==> src/rtl/router_pkg.sv <==
// Shared types and constants for the 1x3 router input controller.
// Holds the FSM state enumeration and the strobe decode used by the controller.
package router_pkg;

  localparam int NUM_PORTS = 3;
  localparam int ADDR_W    = 2;
  localparam logic [ADDR_W-1:0] ADDR_INVALID = 2'd3;

  typedef enum logic [2:0] {
    DECODE_ADDRESS     = 3'd0,
    LOAD_FIRST_DATA    = 3'd1,
    LOAD_DATA          = 3'd2,
    FIFO_FULL_STATE    = 3'd3,
    LOAD_AFTER_FULL    = 3'd4,
    LOAD_PARITY        = 3'd5,
    CHECK_PARITY_ERROR = 3'd6,
    WAIT_TILL_EMPTY    = 3'd7
  } router_state_t;

  typedef struct packed {
    logic detect_add;
    logic lfd_state;
    logic ld_state;
    logic laf_state;
    logic full_state;
    logic write_enb_reg;
    logic rst_int_reg;
    logic busy;
  } router_strobes_t;

  localparam router_strobes_t STROBES_RESET = '{
    detect_add: 1'b1, lfd_state: 1'b0, ld_state: 1'b0, laf_state: 1'b0,
    full_state: 1'b0, write_enb_reg: 1'b0, rst_int_reg: 1'b0, busy: 1'b0
  };

  // Per-port flag select; address 3 has no FIFO and always reads as 0.
  function automatic logic port_bit(input logic [NUM_PORTS-1:0] vec,
                                    input logic [ADDR_W-1:0]    addr);
    case (addr)
      2'd0:    port_bit = vec[0];
      2'd1:    port_bit = vec[1];
      2'd2:    port_bit = vec[2];
      default: port_bit = 1'b0;
    endcase
  endfunction

  function automatic router_strobes_t decode_strobes(input router_state_t s);
    router_strobes_t o;
    o = '0;
    case (s)
      DECODE_ADDRESS: begin
        o.detect_add = 1'b1;
      end
      LOAD_FIRST_DATA: begin
        o.lfd_state = 1'b1;
        o.busy      = 1'b1;
      end
      LOAD_DATA: begin
        o.ld_state      = 1'b1;
        o.write_enb_reg = 1'b1;
      end
      FIFO_FULL_STATE: begin
        o.full_state = 1'b1;
        o.busy       = 1'b1;
      end
      LOAD_AFTER_FULL: begin
        o.laf_state     = 1'b1;
        o.write_enb_reg = 1'b1;
        o.busy          = 1'b1;
      end
      LOAD_PARITY: begin
        o.write_enb_reg = 1'b1;
        o.busy          = 1'b1;
      end
      CHECK_PARITY_ERROR: begin
        o.rst_int_reg = 1'b1;
        o.busy        = 1'b1;
      end
      WAIT_TILL_EMPTY: begin
        o.busy = 1'b1;
      end
      default: begin
        o = STROBES_RESET;
      end
    endcase
    return o;
  endfunction

endpackage

==> src/rtl/router_fsm_ctrl_if.sv <==
// Control bundle between the router input port, register block and FSM.
// The slave modport is the controller; the master modport is its environment.
interface router_fsm_ctrl_if;
  import router_pkg::*;

  logic                  packet_valid;
  logic [ADDR_W-1:0]     datain;
  logic                  fifo_full;
  logic [NUM_PORTS-1:0]  fifo_empty;
  logic [NUM_PORTS-1:0]  soft_reset;
  logic                  parity_done;
  logic                  low_packet_valid;

  logic                  detect_add;
  logic                  lfd_state;
  logic                  ld_state;
  logic                  laf_state;
  logic                  full_state;
  logic                  write_enb_reg;
  logic                  rst_int_reg;
  logic                  busy;
  logic [ADDR_W-1:0]     dest_port;

  modport master (
    output packet_valid, datain, fifo_full, fifo_empty, soft_reset,
           parity_done, low_packet_valid,
    input  detect_add, lfd_state, ld_state, laf_state, full_state,
           write_enb_reg, rst_int_reg, busy, dest_port
  );

  modport slave (
    input  packet_valid, datain, fifo_full, fifo_empty, soft_reset,
           parity_done, low_packet_valid,
    output detect_add, lfd_state, ld_state, laf_state, full_state,
           write_enb_reg, rst_int_reg, busy, dest_port
  );

endinterface

==> src/rtl/router_fsm_ctrl.sv <==
// Moore controller sequencing header decode, payload/parity loads and
// FIFO-full back-pressure for the 1x3 router input datapath.
module router_fsm_ctrl
  import router_pkg::*;
(
  input  logic               clk,
  input  logic               resetn,
  router_fsm_ctrl_if.slave   bus
);

  router_state_t     state_q;
  router_state_t     state_d;
  logic [ADDR_W-1:0] dest_port_q;
  logic [ADDR_W-1:0] dest_port_d;
  router_strobes_t   strobes_q;
  logic              hdr_ok_s;
  logic              sel_srst_s;

  assign hdr_ok_s   = bus.packet_valid && (bus.datain != ADDR_INVALID);
  assign sel_srst_s = port_bit(bus.soft_reset, dest_port_q);

  // Next-state selection; a soft reset on the selected port overrides everything.
  always_comb begin
    state_d = state_q;
    if (sel_srst_s && (state_q != DECODE_ADDRESS)) begin
      state_d = DECODE_ADDRESS;
    end else begin
      case (state_q)
        DECODE_ADDRESS: begin
          if (hdr_ok_s && port_bit(bus.fifo_empty, bus.datain)) begin
            state_d = LOAD_FIRST_DATA;
          end else if (hdr_ok_s) begin
            state_d = WAIT_TILL_EMPTY;
          end else begin
            state_d = DECODE_ADDRESS;
          end
        end
        WAIT_TILL_EMPTY: begin
          if (port_bit(bus.fifo_empty, dest_port_q)) begin
            state_d = LOAD_FIRST_DATA;
          end else begin
            state_d = WAIT_TILL_EMPTY;
          end
        end
        LOAD_FIRST_DATA: begin
          state_d = LOAD_DATA;
        end
        LOAD_DATA: begin
          if (bus.fifo_full) begin
            state_d = FIFO_FULL_STATE;
          end else if (!bus.packet_valid) begin
            state_d = LOAD_PARITY;
          end else begin
            state_d = LOAD_DATA;
          end
        end
        FIFO_FULL_STATE: begin
          if (!bus.fifo_full) begin
            state_d = LOAD_AFTER_FULL;
          end else begin
            state_d = FIFO_FULL_STATE;
          end
        end
        LOAD_AFTER_FULL: begin
          if (bus.parity_done) begin
            state_d = DECODE_ADDRESS;
          end else if (bus.low_packet_valid) begin
            state_d = LOAD_PARITY;
          end else begin
            state_d = LOAD_DATA;
          end
        end
        LOAD_PARITY: begin
          state_d = CHECK_PARITY_ERROR;
        end
        CHECK_PARITY_ERROR: begin
          if (bus.fifo_full) begin
            state_d = FIFO_FULL_STATE;
          end else begin
            state_d = DECODE_ADDRESS;
          end
        end
        default: begin
          state_d = DECODE_ADDRESS;
        end
      endcase
    end
  end

  // Destination latch: only a valid header seen in DECODE_ADDRESS updates it.
  always_comb begin
    if ((state_q == DECODE_ADDRESS) && hdr_ok_s) begin
      dest_port_d = bus.datain;
    end else begin
      dest_port_d = dest_port_q;
    end
  end

  // Strobes are registered from the next state so they track state_q exactly.
  always_ff @(posedge clk or negedge resetn) begin
    if (!resetn) begin
      state_q     <= DECODE_ADDRESS;
      dest_port_q <= 2'd0;
      strobes_q   <= STROBES_RESET;
    end else begin
      state_q     <= state_d;
      dest_port_q <= dest_port_d;
      strobes_q   <= decode_strobes(state_d);
    end
  end

  assign bus.detect_add    = strobes_q.detect_add;
  assign bus.lfd_state     = strobes_q.lfd_state;
  assign bus.ld_state      = strobes_q.ld_state;
  assign bus.laf_state     = strobes_q.laf_state;
  assign bus.full_state    = strobes_q.full_state;
  assign bus.write_enb_reg = strobes_q.write_enb_reg;
  assign bus.rst_int_reg   = strobes_q.rst_int_reg;
  assign bus.busy          = strobes_q.busy;
  assign bus.dest_port     = dest_port_q;

endmodule

==> src/flat_wrapper.sv <==
// flat-port wrapper written by rule: the top's interface ports become plain ports
module router_fsm_ctrl_flat import router_pkg::*;
  (clk, resetn, bus_packet_valid, bus_datain, bus_fifo_full, bus_fifo_empty, bus_soft_reset, bus_parity_done, bus_low_packet_valid, bus_detect_add, bus_lfd_state, bus_ld_state, bus_laf_state, bus_full_state, bus_write_enb_reg, bus_rst_int_reg, bus_busy, bus_dest_port);
  router_fsm_ctrl_if bus_i ();
  input  logic clk;
  input  logic resetn;
  input wire logic [$bits(bus_i.packet_valid)-1:0] bus_packet_valid;
  input wire logic [$bits(bus_i.datain)-1:0] bus_datain;
  input wire logic [$bits(bus_i.fifo_full)-1:0] bus_fifo_full;
  input wire logic [$bits(bus_i.fifo_empty)-1:0] bus_fifo_empty;
  input wire logic [$bits(bus_i.soft_reset)-1:0] bus_soft_reset;
  input wire logic [$bits(bus_i.parity_done)-1:0] bus_parity_done;
  input wire logic [$bits(bus_i.low_packet_valid)-1:0] bus_low_packet_valid;
  output wire logic [$bits(bus_i.detect_add)-1:0] bus_detect_add;
  output wire logic [$bits(bus_i.lfd_state)-1:0] bus_lfd_state;
  output wire logic [$bits(bus_i.ld_state)-1:0] bus_ld_state;
  output wire logic [$bits(bus_i.laf_state)-1:0] bus_laf_state;
  output wire logic [$bits(bus_i.full_state)-1:0] bus_full_state;
  output wire logic [$bits(bus_i.write_enb_reg)-1:0] bus_write_enb_reg;
  output wire logic [$bits(bus_i.rst_int_reg)-1:0] bus_rst_int_reg;
  output wire logic [$bits(bus_i.busy)-1:0] bus_busy;
  output wire logic [$bits(bus_i.dest_port)-1:0] bus_dest_port;
  assign bus_i.packet_valid = bus_packet_valid;
  assign bus_i.datain = bus_datain;
  assign bus_i.fifo_full = bus_fifo_full;
  assign bus_i.fifo_empty = bus_fifo_empty;
  assign bus_i.soft_reset = bus_soft_reset;
  assign bus_i.parity_done = bus_parity_done;
  assign bus_i.low_packet_valid = bus_low_packet_valid;
  assign bus_detect_add = bus_i.detect_add;
  assign bus_lfd_state = bus_i.lfd_state;
  assign bus_ld_state = bus_i.ld_state;
  assign bus_laf_state = bus_i.laf_state;
  assign bus_full_state = bus_i.full_state;
  assign bus_write_enb_reg = bus_i.write_enb_reg;
  assign bus_rst_int_reg = bus_i.rst_int_reg;
  assign bus_busy = bus_i.busy;
  assign bus_dest_port = bus_i.dest_port;
  router_fsm_ctrl u_core (.clk(clk), .resetn(resetn), .bus(bus_i));
endmodule
==> config.mk <==
export PLATFORM = sky130hd
export DESIGN_NAME = router_fsm_ctrl_flat
export DESIGN_NICKNAME = d
export VERILOG_FILES = /design/src/rtl/router_pkg.sv /design/src/rtl/router_fsm_ctrl_if.sv /design/src/rtl/router_fsm_ctrl.sv /design/src/flat_wrapper.sv
export SDC_FILE = /design/constraint.sdc
export NUM_CORES = 1
export LEC_CHECK = 0
export CELL_PAD_IN_SITES_DETAIL_PLACEMENT = 1
export CELL_PAD_IN_SITES_GLOBAL_PLACEMENT = 1
export CORE_MARGIN = 10
export CORE_UTILIZATION = 33
export CTS_CLUSTER_SIZE = 16
export DETAILED_ROUTE_END_ITERATION = 7
export MAX_ROUTING_LAYER = met4
export PLACE_DENSITY_LB_ADDON = 0.1
export SLEW_MARGIN = 20
export SYNTH_ARGS = -nofsm -noshare
export SYNTH_HDL_FRONTEND = slang
export SYNTH_SLANG_ARGS = --single-unit
==> constraint.sdc <==
create_clock -name clk -period 2 [get_ports clk]
set_clock_uncertainty 0.2 [all_clocks]
set_input_delay 0.5 -clock clk [delete_from_list [all_inputs] [get_ports clk]]
set_output_delay 0.5 -clock clk [all_outputs]
set_load 0.005 [all_outputs]
# Word level (Yosys, flattened, before mapping)
# Cells that the tools add are included.
word_totals:
  reg_bits: 13
  word_cells: 66
  output_inout_bits: 10
classes:
  reduce_logical: 11
  eq_ne: 19
  n_mux: 26
op_table:
  columns: ["cell", "count"]
  rows:
  - ["3-bit two-way mux", 9]
  - ["3-bit == test (second input constant)", 8]
  - ["3-bit one-hot mux with 8 select lines", 1]
  - ["3-bit by 2-bit == test with 1-bit output (second input constant)", 4]
  - ["1-bit two-way mux", 12]
  - ["1-bit one-hot mux with 3 select lines", 3]
  - ["3-bit by 1-bit == test with 1-bit output (second input constant)", 2]
  - ["3-bit logical NOT", 2]
  - ["6-bit OR reduction", 1]
  - ["2-bit by 1-bit == test with 1-bit output (second input constant)", 2]
  - ["2-bit == test (second input constant)", 2]
  - ["1-bit logical AND", 4]
  - ["2-bit logical NOT", 2]
  - ["3-bit nonzero test", 1]
  - ["3-bit OR reduction", 1]
  - ["2-bit two-way mux", 1]
  - ["2-bit inequality test (second input constant)", 1]

# Longest topological paths before layout
logic_depth:
  ltp_word: 11
  ltp_mapped: 6
  depth_no_buf: 5

# Worst setup path after synthesis
# No wires, ideal clock.
synth_path:
  path_kind: "register to register"
  start: "register u_core.state_q[2]"
  end: "register u_core.strobes_q (netlist bit u_core.bus.write_enb_reg)"
  setup_slack_ns: 0.386
  required_ns: 1.704
  setup_ns: 0.096
  stages_incl_launch_ff: 7
  arrival_time_ns: 1.318
  synth_period_minus_slack_ns: 1.614
  path_buffers: 1
  cell_sequence: "dfrtp_1 -> buf_6 -> nor3_4 -> nand2_1 -> o22ai_2 -> nand2_2 -> o31ai_1"
synth_between:
  elab_chain_len: 6
synth_lines:
  columns: ["item", "line_no", "rtl"]
  rows:
  - ["from (decl)", "router_fsm_ctrl.sv:11", "router_state_t state_q;"]
  - ["from (signal assigned)", "router_fsm_ctrl.sv:106", "state_q <= state_d;"]
  - ["3-bit == test, or another cell as far along", "router_fsm_ctrl.sv:28", "case (state_q)"]
  - ["3-bit one-hot mux with 8 select lines / 1-bit logical AND (equally long branches)", "router_fsm_ctrl.sv:28, router_fsm_ctrl.sv:25", null]
  - ["3-bit two-way mux (*)", "router_fsm_ctrl.sv:25", "if (sel_srst_s && (state_q != DECODE_ADDRESS)) begin"]
  - ["3-bit == test / 3-bit by 2-bit == test with 1-bit output (equally long branches)", "router_pkg.sv:50", "case (s)"]
  - ["3-bit OR reduction (no line) (*)", null, null]
  - ["1-bit two-way mux (*)", "router_pkg.sv:50", null]
  - ["to (signal assigned)", "router_fsm_ctrl.sv:108", "strobes_q <= decode_strobes(state_d);"]
  - ["to (decl)", "router_fsm_ctrl.sv:15", "router_strobes_t strobes_q;"]
# Mark *: on every way between the ends. The rest lies on a longest branch, timed or not.
# A chain may end at the register's enable or synchronous reset.

# Worst setup path after layout
layout_path:
  start: "register u_core.dest_port_q[0] (netlist: u_core.bus.dest_port[0])"
  end: "output port bus_dest_port[0]"
layout_rtl:
  columns: ["item", "line_no", "rtl"]
  rows:
  - ["from (decl)", "router_fsm_ctrl.sv:13", "logic [ADDR_W-1:0] dest_port_q;"]
  - ["from (signal assigned)", "router_fsm_ctrl.sv:107", "dest_port_q <= dest_port_d;"]
  - ["to (decl)", "flat_wrapper.sv:22", "output wire logic [$bits(bus_i.dest_port)-1:0] bus_dest_port;"]
# No word-level cell between the ends.

==> metrics.txt <==
status=finished clean; Primary FF master, synth=dfrtp_1; unrepaired setup endpoints after global routing=true; Num CTS Buffers=3; Syn Area/Cell=roughly 11 um^2; EDFF count, synth=0; remaining global-route overflow=0; Synth Instances=between 60 and 70; Hold Vio Cnt, Final=0; DIE HEIGHT=around 67 um; most common cell after layout, fill and taps aside=clkdlybuf4s50_1; period utilization=between 90% and 100%; number of core rows=16; io pins=24; Core Area=0.00200 mm^2; Critical Path Source=u_core.bus.dest_port[0]; relative slew slack=62.3%; vias=654; f_max=roughly 510 MHz; final-report max-slew violation count=0; Max Cap Viol=0; IO Port Bufs=23; final std cells w/o fill=approximately 130; Worst Hold Class=primary input to async pin; H-tree depth=1; CP max stage delay=0.53 ns; Syn Nets=~80; CP arrival=about 1.3 ns; CP Max Fanout=6; max reg flops=3; crit end category=primary output; setup TNS=0 ns; CTS tree=built; Die Wd=66.6 um; share of layout cells above drive strength 1=between 30% and 40%; Area Overhead vs Synth=61.0%; # diodes=0; setup ws final=between 0.05 and 0.06 ns; Seq cells post-synth=13; Routed Antenna Nets=0; clock latency on the worst-skew pair=0.29 ns; WP buf/inv=1; Worst Setup Start Kind=flip-flop; Root Driver=clkbuf_4; synth warn=0; Pre-Repair DR Iteration Count=2; sequential fraction of the synthesis area=between 40% and 50%; Post-CTS Hold Fix Bufs=0; vias per inst=around 5.0; Clock Sinks=13; Worst-path clk slew=0.08 ns; Routed WL per cell=roughly 16 um; GPL Wtd Cong=between 0.8 and 0.9; fin nets=120; synth unique cells=30; most frequent cells in the layout=17 x clkdlybuf4s50_1, 11 x buf_4, 9 x dfrtp_1, 5 x nand2_1; HPWL after DPL=about 1.5 mm; largest net degree at the start of global routing=14; pre-CTS setup slack=-0.330 ns; CP max stage cell=clkdlybuf4s50_1; worst reg2reg path startpoint=u_core.state_q[1]; initial antenna violation count=0; minimum clock period=1.95 ns; Tightest Pin Transition=between 0.5 and 0.6 ns; crit path cell chain=clkdlybuf4s50_1; Lkg Pwr=0.530 nW; drt first-iter violations=6; reg2reg end=u_core.bus.lfd_state; Starting Density=35.7%; clk buf depth=2; power density cells=around 1400 mW/mm^2; fraction of registers with async set/reset=between 90% and 100%; utilization after layout=57.6%; Worst EP required=1.30 ns; critical path type=flip-flop to primary output; setup violators final=0; dpl cells=around 120; Top delay family on crit path=buffers and inverters; Mapped Area=between 700 and 800 um^2; first-pass GRT wire length=around 3.3 mm; R2R depth=6; Peak VDD IR=between 0.7 and 0.8 mV; gr usage total=under 10%; Routed WL=between 2 and 2.5 mm; R2R setup slack=between 0.1 and 0.15 ns; DRC violations left=0; Reg with most FFs=u_core.state_q; Die ar.=between 0.004 and 0.005 mm^2; vias in the first global route=approximately 700; Total Power=1.65 mW
[area by class of cell]
type,instances,area [um^2]
Fill cell,231,850
Multi-Input combinational cell,49,415
Timing Repair Buffer,35,332
Sequential cell,13,330
Tap cell,27,33.8
Clock buffer,4,26.3
Inverter,4,15.0
[cells by family (layout without fill, tap and decap cells)]
family	after synthesis	after routing	share of synthesized area (%)
flip-flops	13	13	45.6
buffers and inverters	6	43	4.72
AO/OA/AOI/OAI	14	14	16.6
AND/OR/NAND/NOR	29	29	24.3
multiplexers	6	6	8.74
[worst max-delay path by stage]
stage	end	slack, ns	cells past startpoint
floorplan	u_core.bus.write_enb_reg	0.39	6
global placement	u_core.bus.laf_state	-0.28	7
detailed placement	u_core.bus.laf_state	-0.33	7
CTS	bus_dest_port[0]	0.0005	1
global route	u_core.bus.full_state	-0.01	5
finish	bus_dest_port[0]	0.05	1
[cells in the mapped netlist, drive strengths merged, types with 2 or more instances]
cell type,instances,area share [%]
a21o,2,2.1
a21oi,2,1.4
buf,2,2.6
dfrtp,12,42
inv,4,2.1
mux2,2,3.1
mux2i,4,5.6
nand2,7,4.4
nand3,3,2.1
nand3b,2,2.1
nor2,3,1.6
nor2b,2,2.1
nor3,5,5.1
nor3b,3,3.1
o2111ai,2,4.2
o21ai,5,4.0
[power breakdown]
group          leakage [nW]  total [mW]  internal, mW  switching, mW
clock                0.0150       0.170        0.0777         0.0921
combinational         0.353       0.969         0.529          0.440
sequential            0.162       0.511         0.378          0.133
total                 0.530        1.65         0.985          0.665
[metal layers]
metal	GRT usage, %	vias up	share of wire, %
met5	-	-	0
met4	2.36	0	1.2
met3	3.85	3	4.8
met2	16.0	18	49
met1	10.9	318	45
li1	-	315	-
[metrics by stage]
stage	hold slack, ns	cell area [um^2]
global placement	0.445	1010
floorplan	0.00441	716
finish	0.368	1150
detailed placement	0.449	1010
global route	0.394	1150
CTS	0.384	1040
[what timing repair did]
action,CTS,global route
buffers inserted,0,5
cloned,0,0
pin swaps,0,5
gates resized for setup,3,16
endpoints found under the setup margin,7,10
Power figures use the tool's default switching activity.
